$ cat config.mk
export PLATFORM = sky130hd
export DESIGN_NAME = mod_exp_ctrl_flat
export DESIGN_NICKNAME = d
export VERILOG_FILES = /design/src/rtl/mod_exp_ctrl_if.sv /design/src/rtl/mod_exp_ctrl.sv /design/src/flat_wrapper.sv
export SDC_FILE = /design/constraint.sdc
export NUM_CORES = 1
export LEC_CHECK = 0
export CORE_MARGIN = 2
export CORE_UTILIZATION = 34
export CTS_CLUSTER_DIAMETER = 80
export DETAILED_ROUTE_END_ITERATION = 10
export SETUP_SLACK_MARGIN = 0.4
export SLEW_MARGIN = 40
export SYNTH_ARGS = -nofsm -noshare
export SYNTH_HDL_FRONTEND = slang
export SYNTH_SLANG_ARGS = --single-unit
export TNS_END_PERCENT = 5
$ cat constraint.sdc
create_clock -name clk -period 2.2 [get_ports clk]
set_clock_uncertainty 0.2 [all_clocks]
set_input_delay 0.22 -clock clk [delete_from_list [all_inputs] [get_ports clk]]
set_output_delay 0.22 -clock clk [all_outputs]
set_load 0.05 [all_outputs]
$ cat src/rtl/mod_exp_ctrl_if.sv
// mod_exp_ctrl_if: start/stop operand bus between mod_exp_ctrl and mon_prod.
// master = exponentiation controller, slave = Montgomery multiplier.
interface mod_exp_ctrl_if #(
    parameter int bitLen     = 64,
    parameter int countWidth = 5
);
    logic                  mp_start;
    logic [bitLen-1:0]     mp_A;
    logic [bitLen-1:0]     mp_B;
    logic [bitLen-1:0]     mp_M;
    logic [countWidth-1:0] mp_num_words;
    logic                  mp_stop;
    logic [bitLen-1:0]     mp_P;

    modport master (
        output mp_start, mp_A, mp_B, mp_M, mp_num_words,
        input  mp_stop, mp_P
    );

    modport slave (
        input  mp_start, mp_A, mp_B, mp_M, mp_num_words,
        output mp_stop, mp_P
    );
endinterface

$ cat src/rtl/mod_exp_ctrl.sv
// mod_exp_ctrl: MSB-first square-and-multiply sequencer for X^E mod M via mon_prod.
// Define SKIP_LEADING_ZEROS_EN to shift out leading zero exponent bits without ops.
module mod_exp_ctrl #(
    parameter int bitLen     = 64,
    parameter int countWidth = 5,
    parameter int expLen     = 64
) (
    input  logic                  clk,
    input  logic                  reset,
    input  logic                  start,
    input  logic [bitLen-1:0]     X,
    input  logic [expLen-1:0]     E,
    input  logic [bitLen-1:0]     M,
    input  logic [bitLen-1:0]     R_mod_M,
    input  logic [bitLen-1:0]     R2_mod_M,
    input  logic [countWidth-1:0] num_words,
    output logic                  busy,
    output logic                  done,
    output logic [bitLen-1:0]     P,
    mod_exp_ctrl_if.master        mp
);
    localparam int CW = $clog2(expLen) + 1;

    typedef enum logic [2:0] {
        IDLE, TOMONT, SQ, MUL, NEXT, FROMM, DONE, SKIP
    } state_t;

    state_t            state, state_nxt;
    logic [expLen-1:0] exp_q;
    logic [CW-1:0]     cnt;
    logic [bitLen-1:0] x_q, r2_q, xbar, abar;
    logic [bitLen-1:0] op_a, op_b;
    logic              op_state, issue, capture, shift;

    assign op_state = state inside {TOMONT, SQ, MUL, FROMM};
    // an op state first raises mp_start, then waits for mp_stop
    assign issue    = op_state && !mp.mp_start;
    assign capture  = op_state && mp.mp_start && mp.mp_stop;
    assign busy     = (state != IDLE) && (state != DONE);
    assign done     = (state == DONE);

    always_comb begin
        state_nxt = state;
        shift     = 1'b0;
        op_a      = abar;
        op_b      = abar;
        case (state)
            IDLE: if (start) state_nxt = TOMONT;
            TOMONT: begin
                op_a = x_q;
                op_b = r2_q;
                if (capture) begin
`ifdef SKIP_LEADING_ZEROS_EN
                    state_nxt = (exp_q == '0) ? FROMM : SKIP;
`else
                    state_nxt = (cnt == '0) ? FROMM : SQ;
`endif
                end
            end
`ifdef SKIP_LEADING_ZEROS_EN
            SKIP: begin
                if (cnt == '0)
                    state_nxt = FROMM;
                else if (exp_q[expLen-1])
                    state_nxt = SQ;
                else
                    shift = 1'b1;
            end
`endif
            SQ: begin
                if (capture) begin
                    if (exp_q[expLen-1]) begin
                        state_nxt = MUL;
                    end else begin
                        shift     = 1'b1;
                        state_nxt = NEXT;
                    end
                end
            end
            MUL: begin
                op_b = xbar;
                if (capture) begin
                    shift     = 1'b1;
                    state_nxt = NEXT;
                end
            end
            NEXT: state_nxt = (cnt == '0) ? FROMM : SQ;
            FROMM: begin
                op_b = bitLen'(1);
                if (capture) state_nxt = DONE;
            end
            DONE: state_nxt = IDLE;
            default: state_nxt = IDLE;
        endcase
    end

    always_ff @(posedge clk) begin
        if (reset) state <= IDLE;
        else       state <= state_nxt;
    end

    always_ff @(posedge clk) begin
        if (reset) begin
            exp_q           <= '0;
            cnt             <= '0;
            x_q             <= '0;
            r2_q            <= '0;
            xbar            <= '0;
            abar            <= '0;
            P               <= '0;
            mp.mp_start     <= 1'b0;
            mp.mp_A         <= '0;
            mp.mp_B         <= '0;
            mp.mp_M         <= '0;
            mp.mp_num_words <= '0;
        end else begin
            if (state == IDLE && start) begin
                x_q             <= X;
                r2_q            <= R2_mod_M;
                exp_q           <= E;
                abar            <= R_mod_M;
                cnt             <= CW'(expLen);
                mp.mp_M         <= M;
                mp.mp_num_words <= num_words;
            end
            if (issue) begin
                mp.mp_start <= 1'b1;
                mp.mp_A     <= op_a;
                mp.mp_B     <= op_b;
            end
            if (capture) begin
                mp.mp_start <= 1'b0;
                if (state == TOMONT)     xbar <= mp.mp_P;
                else if (state == FROMM) P    <= mp.mp_P;
                else                     abar <= mp.mp_P;
            end
            if (shift) begin
                exp_q <= exp_q << 1;
                cnt   <= cnt - 1'b1;
            end
        end
    end
endmodule
$ cat src/flat_wrapper.sv
// flat-port wrapper written by rule: the top's interface ports become plain ports
module mod_exp_ctrl_flat 
#(
    parameter int bitLen     = 64,
    parameter int countWidth = 5,
    parameter int expLen     = 64
)
  (clk, reset, start, X, E, M, R_mod_M, R2_mod_M, num_words, busy, done, P, mp_mp_start, mp_mp_A, mp_mp_B, mp_mp_M, mp_mp_num_words, mp_mp_stop, mp_mp_P);
  mod_exp_ctrl_if #(.bitLen(bitLen), .countWidth(countWidth)) mp_i ();
  input  logic clk;
  input  logic reset;
  input  logic start;
  input  logic [bitLen-1:0] X;
  input  logic [expLen-1:0] E;
  input  logic [bitLen-1:0] M;
  input  logic [bitLen-1:0] R_mod_M;
  input  logic [bitLen-1:0] R2_mod_M;
  input  logic [countWidth-1:0] num_words;
  output logic busy;
  output logic done;
  output logic [bitLen-1:0] P;
  output wire logic [$bits(mp_i.mp_start)-1:0] mp_mp_start;
  output wire logic [$bits(mp_i.mp_A)-1:0] mp_mp_A;
  output wire logic [$bits(mp_i.mp_B)-1:0] mp_mp_B;
  output wire logic [$bits(mp_i.mp_M)-1:0] mp_mp_M;
  output wire logic [$bits(mp_i.mp_num_words)-1:0] mp_mp_num_words;
  input wire logic [$bits(mp_i.mp_stop)-1:0] mp_mp_stop;
  input wire logic [$bits(mp_i.mp_P)-1:0] mp_mp_P;
  assign mp_mp_start = mp_i.mp_start;
  assign mp_mp_A = mp_i.mp_A;
  assign mp_mp_B = mp_i.mp_B;
  assign mp_mp_M = mp_i.mp_M;
  assign mp_mp_num_words = mp_i.mp_num_words;
  assign mp_i.mp_stop = mp_mp_stop;
  assign mp_i.mp_P = mp_mp_P;
  mod_exp_ctrl #(.bitLen(bitLen), .countWidth(countWidth), .expLen(expLen)) u_core (.clk(clk), .reset(reset), .start(start), .X(X), .E(E), .M(M), .R_mod_M(R_mod_M), .R2_mod_M(R2_mod_M), .num_words(num_words), .busy(busy), .done(done), .P(P), .mp(mp_i));
endmodule
==> results of run 1 <==
per-layer routing:
metal | vias up | GRT usage [%] | part of all wire [%]
li1 | 11500 | - | -
met1 | 11200 | 29.6 | 43
met2 | 770 | 38.6 | 48
met3 | 141 | 5.60 | 7.0
met4 | 2 | 7.30 | 2.6
met5 | - | 0 | 0.014
sequential cells by signal (all words and copies together), names as in the netlist:
| signal | flops |
|---|---|
| u_core.xbar | 64 |
| u_core.exp_q | 64 |
| u_core.cnt | 7 |
| u_core.x_q | 64 |
| u_core.state | 3 |
| u_core.mp.mp_start | 1 |
| u_core.mp.mp_B | 64 |
| u_core.mp.mp_num_words | 5 |
| u_core.mp.mp_A | 64 |
| u_core.abar | 64 |
| u_core.r2_q | 64 |
| u_core.P | 64 |
| u_core.mp.mp_M | 64 |
path summary, 6_finish.rpt:
check                       endpoint  slack (ns)
setup / recovery     u_core.abar[34]        0.22
hold / removal    u_core.mp.mp_M[40]        0.02
setup reg to reg     u_core.abar[34]        0.22
hold reg to reg   u_core.mp.mp_M[15]        0.25
power groups by stage:
stage          clock network [mW]  logic, mW  registers (mW)
2_1_floorplan                   0       8.28            19.5
3_3_place_gp                    0       20.8            15.1
3_5_place_dp                    0       20.8            15.1
4_1_cts                      11.3       20.5            14.8
5_1_grt                      11.7       24.1            15.1
6_report                     11.1       22.7            14.8
worst reg2reg max path, delay by kind of cell (launching register included):
family          cells  cell delay (ns)
simple gates        2             0.67
compound gates      1             0.09
buf+inv             3             0.53
flops               1             0.36
cells in the final DEF, fill, tap and decap left out, drive strengths merged, types with 3 or more instances in the layout:
cell type / netlist / final
clkinv: 0 / 12
dlygate4sd2: 0 / 213
a21oi: 460 / 460
or3: 3 / 3
clkdlybuf4s18: 0 / 6
a311oi: 66 / 66
dlygate4sd3: 0 / 202
nand4: 3 / 3
nand2b: 5 / 5
nor2: 267 / 267
clkdlybuf4s50: 0 / 391
dfxtp: 592 / 592
a22oi: 63 / 63
mux2i: 129 / 129
clkdlybuf4s15: 0 / 11
nand2: 849 / 849
buf: 136 / 207
diode: 0 / 4
nor3: 7 / 7
nor2b: 4 / 4
a211oi: 131 / 131
inv: 5 / 7
clkbuf: 110 / 126
through the flow:
step	hold slack [ns]	std cells
3_3_place_gp	0.241	4326
4_1_cts	0.000357	4654
5_1_grt	0.00951	4717
2_1_floorplan	0.156	2857
6_report	0.0249	4719
3_5_place_dp	0.246	4326
repair_timing:
item | 4_1_cts | 5_1_grt
pin swaps | 2 | 28
cloned | 0 | 28
resized for setup | 387 | 61
buffers inserted | 9 | 31
hold endpoints to repair | 229 | 2
endpoints found under the setup margin | 835 | 815
hold buffers | 200 | 2
cells by family after synthesis:
| group | Yosys count | share of synthesized area (%) |
|---|---|---|
| buffers and inverters | 251 | 4.93 |
| muxes | 131 | 5.59 |
| and+or+nand+nor | 1151 | 18.9 |
| xor gates and xnor gates | 2 | 0.0745 |
| AOI/OAI and AO/OA | 728 | 20.0 |
| adders and majority gates | 2 | 0.106 |
| DFF | 592 | 50.4 |
area by class of cell:
class	count	area, um^2
Timing Repair Buffer	1054	11200
Sequential cell	592	11900
Multi-Input combinational cell	2014	10700
Fill cell	6351	31400
Inverter	5	18.8
Antenna cell	4	10.0
Tap cell	931	1160
Clock buffer	102	1980
Clock inverter	17	185
==> impl_metrics.csv, run 1 <==
group,metric,value,unit
setup_path,critPathMaxFanout,23,
yosys,synth-seq-cells,592,
die,die-width,267,um
global_route,grt_start_max_net_pins,83,
setup_path,crit_chain,"buf_4 -> or4b_4 -> buf_12 -> buf_12 -> nand2_1 -> a311oi_2",
yosys,synth_flop_cell,"dfxtp_1",
finish,utilization,54.2,%
clocking,numClockSinks,592,
placement,port_buffers,656,
setup_path,r2r_cells,6,
die,io_pins,657,
power,switching_share,41.5,%
clocking,root_buffer,"clkbuf_16",
yosys,synth_warnings,0,
setup_path,reg2reg_from,"u_core.state[1]",
setup_path,worst-path-stages,6,
drt,drc,0,
min_path,min_path_cells,3,
finish,areaGrowthSynthToFinish,58.0,%
finish,final_nets,4129,
sta,rsz0062_at_grt,"true",
setup_path,crit_type,"reg2reg",
yosys,async_flop_share,0,%
yosys,synth.area.top_cells,"dfxtp_1 50%, nand2_1 14%, a21oi_1 9.8%",
sta,tightest_slew,0.633,ns
setup_path,cp_slowest_stage_delay,0.58,ns
placement,hpwl,59800,um
clocking,htree_levels,3,
sta,period_minus_slack,1.98,ns
power,p_seq_share,30.5,%
setup_path,cp_top_family,"simple AND/OR/NAND/NOR gates",
placement,pre_cts_ws,-0.0147,ns
yosys,syn_area,0.0235,mm^2
sta,fmax,506,MHz
die,fp.dieArea,0.0713,mm^2
power,power.share.clock,22.8,%
sta,max_slew_margin,57.8,%
drt,vias,23600,
sta,setup_viol,0,
clocking,clk_pin_slew,0.06,ns
global_route,grt_overflow,0,
die,rows,96,
global_route,grt_antenna_before_repair,3,
drt,drt-total-wl,93100,um
min_path,hold_start,"M[40]",
yosys,synth_cells,2857,
sta,hold_viol,0,
power,cellLeakagePower,14.3,nW
yosys,postSynthAreaPerCell,8.23,um^2
drt,antenna_left,0,
power,combPwrFrac,46.7,%
drt,dr.pass1.iters,6,
global_route,grt.total_usage,23.2,%
die,core_area,0.0686,mm^2
setup_path,arrival,2.24,ns
power,fin_total_pwr,48.7,mW
power,p_switching,20.2,mW
yosys,synth_top_cell_by_area,"dfxtp_1",
die,start_util,34.3,%
setup_path,crit_buf_inv,3,
die,dieHeight,267,um
finish,design_area,0.0372,mm^2
setup_path,worstPathRequired,2.46,ns
placement,place.gp.congestion,0.811,
setup_path,worst_setup_path_start_kind,"register",
sta,fin_setup_tns,0,ns
setup_path,critPathCaptureType,"register",
yosys,yosysSeqAreaShare,50.4,%
placement,placed_cell_area,0.0319,mm^2
yosys,synth.most_common_cell,"nand2_1",
power,p_int,28.5,mW
drt,wl_per_cell,19.7,um
yosys,synth_top_area_share,50.4,%
yosys,synthDistinctLibCells,46,
finish,drive_gt1_share,12.1,%
sta,setup_slack,0.224,ns
min_path,hp-class,"in2reg",
global_route,grt_pass1_vias,22200,
clocking,cts_tree,"done",
clocking,clk_latency,0.61,ns
drt,viasPerCell,5.00,
setup_path,path_common_cell,"buf_12",
sta,slew_viol_final,0,
outcome,status,"complete, no violations",
sta,final.period_utilization,89.8,%
yosys,ys_top_cells_by_count,"848 x nand2_1, 592 x dfxtp_1, 459 x a21oi_1",
yosys,syn-num-nets,3252,
setup_path,slowest_stage,"or4b_4",
setup_path,worstSetupStartpoint,"u_core.state[1]",
drt,drt_iter0_markers,1505,
power,peakVddDrop,0.000726,V
run,maxCapViolations,0,
clocking,clockBufferDepth,3,
power,pwr_density_cell,1310,mW/mm^2
global_route,grt_pass1_wl,130000,um
yosys,synth_edf_count,0,
clocking,numCtsBuffers,67,
(Power assumes the default switching activity.)
==> inputs of run 2 (changes only) <==
REMOVE_ABC_BUFFERS = 1   (was unset)
==> run 2 against run 1 <==
Net effect:
- sequential share of layout area is 0.68 points higher
- worst setup slack worse by 0.11 ns
- core utilization is 1.1 points lower
- critical endpoint is now u_core.mp.mp_B[35]
- largest cell class unchanged
- die area stayed put
- register-to-register slack worse by 0.11 ns
==> impl_metrics.csv, run 2 (synthesized netlist as in run 1, its figures left out) <==
group,metric,value,unit
setup_path,worstPathRequired,2.47,ns
drt,viasPerCell,5.00,
placement,dp.cells,4339,
setup_path,worstSetupStartpoint,"u_core.state[1]",
drt,drc,0,
drt,wl_met2,44300,um
clocking,root_buffer,"clkbuf_16",
global_route,grt.total_usage,23.7,%
placement,place.gp.congestion,0.832,
sta,setup_slack,0.117,ns
power,combPwrFrac,46.1,%
setup_path,reg2reg_from,"u_core.state[1]",
power,cellLeakagePower,13.9,nW
sta,rsz0062_at_grt,"true",
clocking,clk_latency,0.60,ns
die,fp.dieArea,0.0713,mm^2
min_path,hp-class,"in2reg",
finish,final_nets,4085,
outcome,status,"complete, no violations",
setup_path,crit_type,"reg2reg",
min_path,hold_start,"X[11]",
finish,layout_common_cells,"846 x nand2_1, 589 x dfxtp_1, 458 x a21oi_1, 391 x clkdlybuf4s50_1, 264 x nor2_1",
setup_path,critPathMaxFanout,38,
global_route,grt_start_max_net_pins,88,
setup_path,critPathCaptureType,"register",
global_route,grt_antenna_before_repair,2,
finish,fin_cells,4669,
power,p_switching,20.1,mW
sta,tightest_slew,0.584,ns
drt,route.met3.wl,6440,um
sta,fin_setup_tns,0,ns
power,power.share.clock,23.4,%
sta,setup_viol,0,
global_route,grt_pass1_wl,132000,um
finish,final_common_cell,"nand2_1",
global_route,grt_pass1_vias,22900,
drt,drt-total-wl,90900,um
die,io_pins,657,
sta,period_minus_slack,2.08,ns
die,die-width,267,um
placement,pre_cts_ws,-0.160,ns
sta,whs,0.0196,ns
sta,final.period_utilization,94.7,%
clocking,cts_tree,"done",
die,start_util,34.3,%
global_route,grt_overflow,0,
die,rows,96,
drt,wl_met1,37700,um
power,p_int,28.1,mW
drt,drt_iter0_markers,1488,
drt,wl_per_cell,19.5,um
placement,port_buffers,656,
drt,antenna_left,0,
clocking,numCtsBuffers,68,
power,p_seq_share,30.5,%
sta,fmax,480,MHz
power,switching_share,41.7,%
clocking,clockBufferDepth,3,
power,peakVddDrop,0.000654,V
power,pwr_density_cell,1330,mW/mm^2
finish,areaGrowthSynthToFinish,54.7,%
die,dieHeight,267,um
setup_path,arrival,2.35,ns
sta,slew_viol_final,0,
finish,drive_gt1_share,11.4,%
drt,top_layer,"met4",
clocking,clk_pin_slew,0.06,ns
sta,hold_viol,0,
placement,hpwl,60700,um
run,maxCapViolations,0,
clocking,htree_levels,3,
drt,vias,23300,
clocking,numClockSinks,592,
die,core_area,0.0686,mm^2
drt,dr.pass1.iters,5,
sta,max_slew_margin,61.2,%
setup_path,worst_setup_path_start_kind,"register",
==> run 2: cell count changes in the layout (fill, tap and decap cells not counted), sizes merged, moves of 2 or more <==
cell,delta
clkbuf,-17
dlygate4sd3,-28
buf,-5
clkdlybuf4s15,+7
dlygate4sd2,-6
clkdlybuf4s18,-3
bufinv,+2
diode,-2
==> run 2: worst max-delay path, cell delays in order (launching register included) <==
cell	delay, ns
dfxtp_4	0.40
buf_4	0.14
buf_4	0.12
buf_16	0.23
mux2i_1	0.23
nor2_1	0.07
a21oi_1	0.35
a211oi_1	0.13
==> run 2: metrics by stage <==
step	power [mW]	util, %	instance area [um^2]
floorplan	19.6	-	22400
global placement	35.6	46.6	32000
detailed placement	35.8	46.6	32000
CTS	47.0	52.1	35800
global route	50.6	53.0	36400
finish	48.3	53.0	36400
==> run 2: worst paths after layout <==
path	slack, ns	endpoint	cells after the start
setup reg to reg	0.12	u_core.mp.mp_B[35]	7
hold / removal	0.02	u_core.x_q[11]	3
hold reg to reg	0.25	u_core.P[5]	2
setup / recovery	0.12	u_core.mp.mp_B[35]	7
==> run 2: layer usage <==
layer / GRT usage, % / vias to the layer above
met5: 0 / -
met4: 7.35 / 0
met3: 5.66 / 134
met2: 40.5 / 781
met1: 29.2 / 11100
li1: - / 11400
==> run 2: area by class of cell <==
cell class              instances  area [um^2]
fillers                      6417        32200
flip-flops and latches        592        11900
multi-input cells            2014        10600
repair buffers               1009        10500
clock buffers                  95         1940
well taps                     931         1160
clock inverters                21          259
inverters                       5         18.8
diodes                          2         5.00
==> run 2: power groups by stage <==
stage	Combinational (mW)	Sequential (mW)	Clock, mW
global route	23.7	15.0	11.9
detailed placement	20.8	15.0	0
finish	22.3	14.7	11.3
floorplan	4.59	15.0	0
global placement	20.7	14.9	0
CTS	20.8	14.7	11.5
==> run 2: repair_timing <==
| action | in CTS | in global routing |
|---|---|---|
| resized for setup | 371 | 27 |
| pin swaps | 2 | 3 |
| cloned | 2 | 15 |
| setup buffers | 9 | 12 |
| endpoints found under the hold margin | 220 | 0 |
| endpoints found under the setup margin | 831 | 805 |
| hold buffers | 174 | 0 |
